`src/rtl/anc_pkg.sv`:
```
// Shared types and width helpers for the ANC FIR multiply-accumulate filter.
package anc_pkg;

  typedef enum logic [1:0] {
    ST_IDLE = 2'd0,
    ST_MAC  = 2'd1,
    ST_OUT  = 2'd2
  } anc_state_t;

  localparam int DEF_DATA_W = 11;
  localparam int DEF_COEF_W = 11;
  localparam int DEF_TAPS   = 16;

  // Accumulator holds TAPS full-precision products without overflow.
  function automatic int acc_width(input int data_w, input int coef_w, input int taps);
    return data_w + coef_w + $clog2(taps);
  endfunction

  // Width left once the COEF_W-1 fractional bits are shifted out.
  function automatic int rnd_width(input int data_w, input int coef_w, input int taps);
    return acc_width(data_w, coef_w, taps) - (coef_w - 1);
  endfunction

endpackage

```
`src/rtl/anc_mac_unit.sv`:
```
// Registered signed multiply-accumulate: one product per enabled cycle, clear has priority.
module anc_mac_unit
  import anc_pkg::*;
#(
  parameter int DATA_W = DEF_DATA_W,
  parameter int COEF_W = DEF_COEF_W,
  parameter int ACC_W  = acc_width(DEF_DATA_W, DEF_COEF_W, DEF_TAPS)
) (
  input  logic                     clk,
  input  logic                     rst_n,
  input  logic                     clr,
  input  logic                     en,
  input  logic signed [DATA_W-1:0] sample,
  input  logic signed [COEF_W-1:0] coef,
  output logic signed [ACC_W-1:0]  acc
);

  localparam int PROD_W = DATA_W + COEF_W;

  logic signed [PROD_W-1:0] prod;
  logic signed [ACC_W-1:0]  acc_p1;

  assign prod = PROD_W'(sample) * PROD_W'(coef);

  // Stage p1: accumulator register
  always_ff @(posedge clk or negedge rst_n) begin
    if (!rst_n) begin
      acc_p1 <= '0;
    end else if (clr) begin
      acc_p1 <= '0;
    end else if (en) begin
      acc_p1 <= acc_p1 + ACC_W'(prod);
    end
  end

  assign acc = acc_p1;

endmodule

```
`src/rtl/anc_fir_mac.sv`:
```
// Time-multiplexed FIR for ANC: circular delay line, coefficient RAM, one MAC per clock,
// rounded and saturated result registered TAPS+1 clocks after each accepted sample strobe.
module anc_fir_mac
  import anc_pkg::*;
#(
  parameter int DATA_W = DEF_DATA_W,
  parameter int COEF_W = DEF_COEF_W,
  parameter int TAPS   = DEF_TAPS
) (
  input  logic                      Clk_100M,
  input  logic                      Reset_n,
  input  logic                      FilterEN,
  input  logic                      Synch,
  input  logic signed [DATA_W-1:0]  SigIn,
  input  logic                      CoefWr,
  input  logic [$clog2(TAPS)-1:0]   CoefAddr,
  input  logic signed [COEF_W-1:0]  Wz,
  input  logic                      ClrFlags,
  output logic signed [DATA_W-1:0]  FiltOut,
  output logic                      OutValid,
  output logic                      Busy,
  output logic                      Overrun
);

  localparam int ADDR_W = $clog2(TAPS);
  localparam int ACC_W  = acc_width(DATA_W, COEF_W, TAPS);
  localparam int RND_W  = rnd_width(DATA_W, COEF_W, TAPS);

  localparam logic signed [ACC_W-1:0] RND_HALF = ACC_W'(1) << (COEF_W - 2);
  localparam logic signed [RND_W-1:0] SAT_MAX  = RND_W'((1 << (DATA_W - 1)) - 1);
  localparam logic signed [RND_W-1:0] SAT_MIN  = -SAT_MAX - RND_W'(1);

  function automatic logic signed [RND_W-1:0] round_acc(input logic signed [ACC_W-1:0] a);
    logic signed [ACC_W-1:0] biased;
    biased = a + RND_HALF;
    return RND_W'(biased >>> (COEF_W - 1));
  endfunction

  function automatic logic signed [DATA_W-1:0] saturate(input logic signed [RND_W-1:0] v);
    if (v > SAT_MAX) return SAT_MAX[DATA_W-1:0];
    if (v < SAT_MIN) return SAT_MIN[DATA_W-1:0];
    return v[DATA_W-1:0];
  endfunction

  anc_state_t state, state_nxt;

  logic                     synch_d;
  logic                     synch_edge;
  logic                     accept;
  logic                     busy;
  logic [ADDR_W-1:0]        head;
  logic [ADDR_W-1:0]        tap_cnt;
  logic [ADDR_W-1:0]        rd_idx;
  logic signed [DATA_W-1:0] dline [TAPS];
  logic signed [COEF_W-1:0] coef  [TAPS];
  logic signed [ACC_W-1:0]  acc;
  logic signed [DATA_W-1:0] dout_p2;
  logic                     vld_p2;
  logic                     overrun;

  assign synch_edge = Synch & ~synch_d;
  assign busy       = (state != ST_IDLE);
  assign accept     = (state == ST_IDLE) & FilterEN & synch_edge;
  // Newest sample sits just behind head; tap k walks backwards through history.
  assign rd_idx     = head - ADDR_W'(1) - tap_cnt;

  always_comb begin
    state_nxt = state;
    if (!FilterEN) begin
      state_nxt = ST_IDLE;
    end else begin
      case (state)
        ST_IDLE: if (synch_edge) state_nxt = ST_MAC;
        ST_MAC:  if (tap_cnt == ADDR_W'(TAPS - 1)) state_nxt = ST_OUT;
        ST_OUT:  state_nxt = ST_IDLE;
        default: state_nxt = ST_IDLE;
      endcase
    end
  end

  always_ff @(posedge Clk_100M or negedge Reset_n) begin
    if (!Reset_n) begin
      state   <= ST_IDLE;
      synch_d <= 1'b1;
      head    <= '0;
      tap_cnt <= '0;
      overrun <= 1'b0;
    end else begin
      state   <= state_nxt;
      synch_d <= Synch;
      if (accept) begin
        head    <= head + ADDR_W'(1);
        tap_cnt <= '0;
      end else if (state == ST_MAC) begin
        tap_cnt <= tap_cnt + ADDR_W'(1);
      end
      if (busy && synch_edge && FilterEN) begin
        overrun <= 1'b1;
      end else if (ClrFlags) begin
        overrun <= 1'b0;
      end
    end
  end

  always_ff @(posedge Clk_100M or negedge Reset_n) begin
    if (!Reset_n) begin
      for (int i = 0; i < TAPS; i++) begin
        dline[i] <= '0;
        coef[i]  <= '0;
      end
    end else begin
      if (accept) dline[head] <= SigIn;
      if (CoefWr && !busy) coef[CoefAddr] <= Wz;
    end
  end

  // Stage p1: accumulate one tap product per MAC cycle
  anc_mac_unit #(
    .DATA_W(DATA_W),
    .COEF_W(COEF_W),
    .ACC_W (ACC_W)
  ) u_mac (
    .clk   (Clk_100M),
    .rst_n (Reset_n),
    .clr   (accept | ~FilterEN),
    .en    ((state == ST_MAC) & FilterEN),
    .sample(dline[rd_idx]),
    .coef  (coef[tap_cnt]),
    .acc   (acc)
  );

  // Stage p2: round, saturate and register the result
  always_ff @(posedge Clk_100M or negedge Reset_n) begin
    if (!Reset_n) begin
      dout_p2 <= '0;
      vld_p2  <= 1'b0;
    end else if (!FilterEN) begin
      dout_p2 <= '0;
      vld_p2  <= 1'b0;
    end else if (state == ST_OUT) begin
      dout_p2 <= saturate(round_acc(acc));
      vld_p2  <= 1'b1;
    end else begin
      vld_p2  <= 1'b0;
    end
  end

  assign FiltOut  = dout_p2;
  assign OutValid = vld_p2;
  assign Busy     = busy;
  assign Overrun  = overrun;

endmodule

```
`config.mk`:
```
export PLATFORM = sky130hd
export DESIGN_NAME = anc_fir_mac
export DESIGN_NICKNAME = d
export VERILOG_FILES = /design/src/rtl/anc_pkg.sv /design/src/rtl/anc_mac_unit.sv /design/src/rtl/anc_fir_mac.sv
export SDC_FILE = /design/constraint.sdc
export NUM_CORES = 1
export LEC_CHECK = 0
export ABC_AREA = 1
export CAP_MARGIN = 20
export CORE_MARGIN = 2
export CORE_UTILIZATION = 30
export DETAILED_ROUTE_END_ITERATION = 10
export GPL_ROUTABILITY_DRIVEN = 0
export SLEW_MARGIN = 20
export SYNTH_ARGS = -nofsm -noshare
export SYNTH_HDL_FRONTEND = slang
export SYNTH_SLANG_ARGS = --single-unit
```
`constraint.sdc`:
```
create_clock -name Clk_100M -period 9.9 [get_ports Clk_100M]
set_input_delay 0.99 -clock Clk_100M [delete_from_list [all_inputs] [get_ports Clk_100M]]
set_output_delay 0.99 -clock Clk_100M [all_outputs]
set_load 0.005 [all_outputs]
```
==> results.ini, run 1 <==
[synth]
yosysMostFrequentCell=nand2_1
synth_edf_count=0
synth_cells=3013
yosys_most_used_dff=dfrtp_1
synth_top_area_cell=dfrtp_1
ys_types=49
syn_area_per_cell_sq_um=8.273
netlist_area_sq_mm=0.02493
syn_nets=3279
synth_commonest_cells=nand2_1 (926), o21ai_0 (420), dfrtp_1 (401)
ys_top_cells_by_area=dfrtp_1 (40%), nand2_1 (14%), fa_1 (13%)
netlist.area_leader.share_pct=40.25
async_reset_ff_share_pct=100.0
ys_ff_latch=402
yosysWarnings=0
yosysSeqAreaShare_pct=40.36

[floorplanning]
io_pins=46
initial_core_util_pct=30.36
die_h_um=292.3
core_area_sq_mm=0.08211
die_x_um=292.3
rows=105
dieArea_sq_mm=0.08541

[routing]
drtIter0Drc=1588
first_pass_iters=5
wl_um=66130
num_vias=19678
ant_nets=0
wl_per_cell_um=16.27
viasPerCell=4.841
drcViolationCount=0

[timing]
drv_slew=0
fmax_mhz=118.7
hold_violations=0
finalSetupViolCount=0
min_period_ps=8422
slew_headroom_pct=24.97
period_share_pct=85.07
grt_setup_unrepaired=no
tightest_slew_ps=1125
finalClockSkew_ps=57.50
tns_ps=0
holdWs_ps=480.9

[global_routing]
grt-ovfl-total=0
grt_pass1_vias=19282
grt_pass1_wl_um=108400
grt_use_total_pct=15.75
grt_max_degree=162
antenna_found_initial=0

[clock_tree]
htree_levels=2
cts_tree=built
cts.clk_slew.worst_paths_ps=60
root_buffer=clkbuf_16
cts_resized=0
cts_buffers=44
clockBufferDepth=3
clock-sinks=402
cts_hold_buffers=0
cts_setup_buffers=0
clock_latency_ps=600

[finish]
synthToLayoutAreaGrowth_pct=11.44
antenna_cells=0
nNetsFinal=3225
finalInstanceArea_sq_mm=0.02778
drive_gt1_share_pct=5.175

[job]
drv_cap=0

[critical_path]
start_kind=register
end_kind=register
slowest_stage=fa_4
cp_slowest_stage_delay_ps=1410
cp_max_fo=88
arrival_ps=8890
required_ps=10370
regToRegSetupSlack_ps=1480
criticalPathCategory=register to register

[place]
numPortBuffers=45
placed_area_sq_mm=0.02615
dp_hpwl_um=45040

[run_status]
status=complete, no violations

[min_path]
hp-class=register to register

stage by stage:
step | setup slack [ps] | util [%] | instances
2_1_floorplan | 2240 | - | 3013
5_1_grt | 1100 | 33.83 | 4065
6_report | 1478 | 33.83 | 4065
3_3_place_gp | 1700 | 31.79 | 3978
4_1_cts | 1582 | 33.82 | 4064
3_5_place_dp | 1595 | 31.85 | 3982
final cells by class:
cell class / instances / area, sq um
clock buffers: 61 / 1255
clock inverters: 21 / 359.1
fillers: 8508 / 54330
inverters: 337 / 1267
multi-input cells: 2109 / 12810
flip-flops and latches: 402 / 10060
well taps: 1070 / 1339
repair buffers: 65 / 681.9
registers in the layout, summed over array words and instances, names as in the netlist:
signal     flops
u_mac.acc     26
tap_cnt        4
state          2
Overrun        1
OutValid       1
dline        176
FiltOut       11
synch_d        1
coef         176
head           4
kinds of logic after synthesis:
group	count (synthesis)	synth area share, %
compound gates	668	15.04
xor+xnor	26	0.9738
fa+ha+maj	234	16.53
flops	402	40.36
buf+inv	502	8.312
mux	6	0.2409
simple gates	1175	18.54
cells in the final DEF, fill, tap and decap left out, types with 20 or more instances in the layout:
| cell | netlist | routed |
|---|---|---|
| a21oi_1 | 138 | 138 |
| a22oi_1 | 20 | 20 |
| clkdlybuf4s50_1 | 0 | 44 |
| a32o_1 | 33 | 33 |
| nand3_1 | 49 | 49 |
| a32oi_1 | 25 | 25 |
| dfrtp_1 | 401 | 400 |
| nor2_1 | 147 | 146 |
| inv_1 | 316 | 316 |
| nand2_1 | 926 | 926 |
| o21ai_0 | 420 | 420 |
| fa_1 | 159 | 158 |
| clkbuf_16 | 0 | 44 |
| ha_1 | 75 | 74 |
routing by layer:
metal,routed length [um],vias to the layer above,GRT usage [%]
met5,0,-,0
met4,1660,0,4.415
met3,3838,82,2.610
met2,28960,511,24.16
met1,31670,9557,22.88
li1,-,9528,-
critical path, delay by kind of cell, from the launching register on:
kind,cells,cell delay (ps)
AND/OR/NAND/NOR,6,800
adder cells (fa/ha/maj),8,4670
flip-flops,1,560
buffers and inverters,6,590
AO/OA/AOI/OAI,6,1580
final timing paths:
| kind | to | depth (start not counted) | startpoint |
|---|---|---|---|
| setup / recovery | u_mac.acc[15] | 26 | tap_cnt[0] |
| hold / removal | coef[145] | 2 | coef[145] |
| setup reg to reg | u_mac.acc[15] | 26 | tap_cnt[0] |
| hold reg to reg | coef[145] | 2 | coef[145] |
| max in group asynchronous | dline[123] | 3 | Reset_n |
| min in group asynchronous | coef[45] | 1 | Reset_n |
Power of run 1 is left out: the tool's default activity adds up to more than one toggle a clock period on the data nets, which glitch-free logic cannot reach.
==> inputs of run 2 (changes only) <==
--- a/config.mk
+++ b/config.mk
@@ -9,6 +9,7 @@
 export CAP_MARGIN = 20
 export CORE_MARGIN = 2
 export CORE_UTILIZATION = 30
+export CTS_CLUSTER_DIAMETER = 30
 export DETAILED_ROUTE_END_ITERATION = 10
 export GPL_ROUTABILITY_DRIVEN = 0
 export SLEW_MARGIN = 20
==> run 2 against run 1 <==
Flip-flop and latch count stayed put. Hold slack worse by 13 ps. Routed wire length is 2.0% higher. Sequential share of layout area is 2.0 points lower. Cell area is 5.9% higher. Register-to-register slack hardly changed. Cell count is 2.0% higher. Global-route usage is 0.40 points higher. Critical path type unchanged. Largest cell class unchanged.
==> results.ini, run 2 (synthesized netlist as in run 1, its figures left out) <==
[min_path]
hp-class=primary input to async pin

[global_routing]
grt_pass1_vias=19941
antenna_found_initial=0
busiest_layer=met2
met1_usage_pct=22.97
grt_max_degree=162
grt_use_total_pct=16.15
met2_usage_pct=24.53
grt_pass1_wl_um=110800
use_met3_pct=3.149
grt-ovfl-total=0

[clock_tree]
htree_levels=3
cts_hold_buffers=0
clock_latency_ps=640
cts_resized=0
cts_buffers=88
root_buffer=clkbuf_16
cts_tree=built
clockBufferDepth=3
clock-sinks=402
cts.clk_slew.worst_paths_ps=50
cts_setup_buffers=0

[routing]
wl_per_cell_um=16.27
num_vias=19954
viasPerCell=4.811
first_pass_iters=5
drtIter0Drc=1611
ant_nets=0
drcViolationCount=0
wl_um=67470

[critical_path]
cp_max_fo=88
arrival_ps=8950
critPathTopFamily=adder cells
required_ps=10420
end_kind=register
startpoint=tap_cnt[0]
worstReg2RegStart=tap_cnt[0]
path_buf_inv=6
cp_slowest_stage_delay_ps=1400
slowest_stage=fa_4
start_kind=register
criticalPathCategory=register to register

[timing]
tns_ps=0
grt_setup_unrepaired=no
drv_slew=0
finalSetupViolCount=0
slew_headroom_pct=28.69
finalClockSkew_ps=47.38
hold_violations=0
period_share_pct=85.21
tightest_slew_ps=1070
min_period_ps=8436
fmax_mhz=118.5

[place]
numPortBuffers=45
dp_hpwl_um=45040
placed_area_sq_mm=0.02615

[floorplanning]
rows=105
io_pins=46
initial_core_util_pct=30.36
die_h_um=292.3
die_x_um=292.3
dieArea_sq_mm=0.08541
core_area_sq_mm=0.08211

[run_status]
status=complete, no violations

[finish]
drive_gt1_share_pct=7.732
layout_common_cells=nand2_1 (926), o21ai_0 (420), dfrtp_1 (400)
nNetsFinal=3269
layout_commonest_cell=nand2_1
synthToLayoutAreaGrowth_pct=17.96
finalInstanceArea_sq_mm=0.02940
antenna_cells=0

[job]
drv_cap=0

## run 2: cell count changes in the layout (fill, tap and decap cells not counted), sizes merged
cell	before	now
clkbuf	61	107
clkinv	9	27
clkinvlp	4	15
bufinv	8	13
inv	337	340
## run 2: stage by stage
stage,hold WS [ps],instances,worst slack [ps],util (%)
floorplan,447.8,3013,2240,-
finish,468.2,4148,1464,35.81
global route,495.0,4148,1096,35.81
CTS,479.3,4147,1593,35.80
global placement,462.9,3978,1700,31.79
detailed placement,468.8,3982,1595,31.85
## run 2: worst reg2reg max path: cells and delay by family (launching register included)
kind / cells / cell delay (ps)
buffers and inverters: 6 / 600
and+or+nand+nor: 6 / 780
AOI/OAI and AO/OA: 6 / 1720
adders and majority gates: 8 / 4660
DFF: 1 / 550
## run 2: final timing paths
path	depth (start not counted)	end	slack (ps)
max	26	u_mac.acc[15]	1460
min	1	coef[23]	470
max reg2reg	26	u_mac.acc[15]	1460
min reg2reg	2	coef[145]	480
max in group asynchronous	3	dline[89]	7300
min in group Clk_100M	2	coef[145]	480
## run 2: routing by layer
metal | vias to the layer above | part of all wire (%)
met4 | 0 | 2.9
met1 | 9712 | 48
li1 | 9643 | -
met2 | 493 | 44
met3 | 106 | 5.8
met5 | - | 0
## run 2: layout make-up
| cell class | instances | area (sq um) |
|---|---|---|
| Fill cell | 8320 | 52710 |
| Multi-Input combinational cell | 2109 | 12810 |
| Sequential cell | 402 | 10060 |
| Clock buffer | 107 | 2384 |
| Tap cell | 1070 | 1339 |
| Inverter | 337 | 1267 |
| Clock inverter | 58 | 855.8 |
| Timing Repair Buffer | 65 | 681.9 |
Power of run 2 is left out for the same reason.
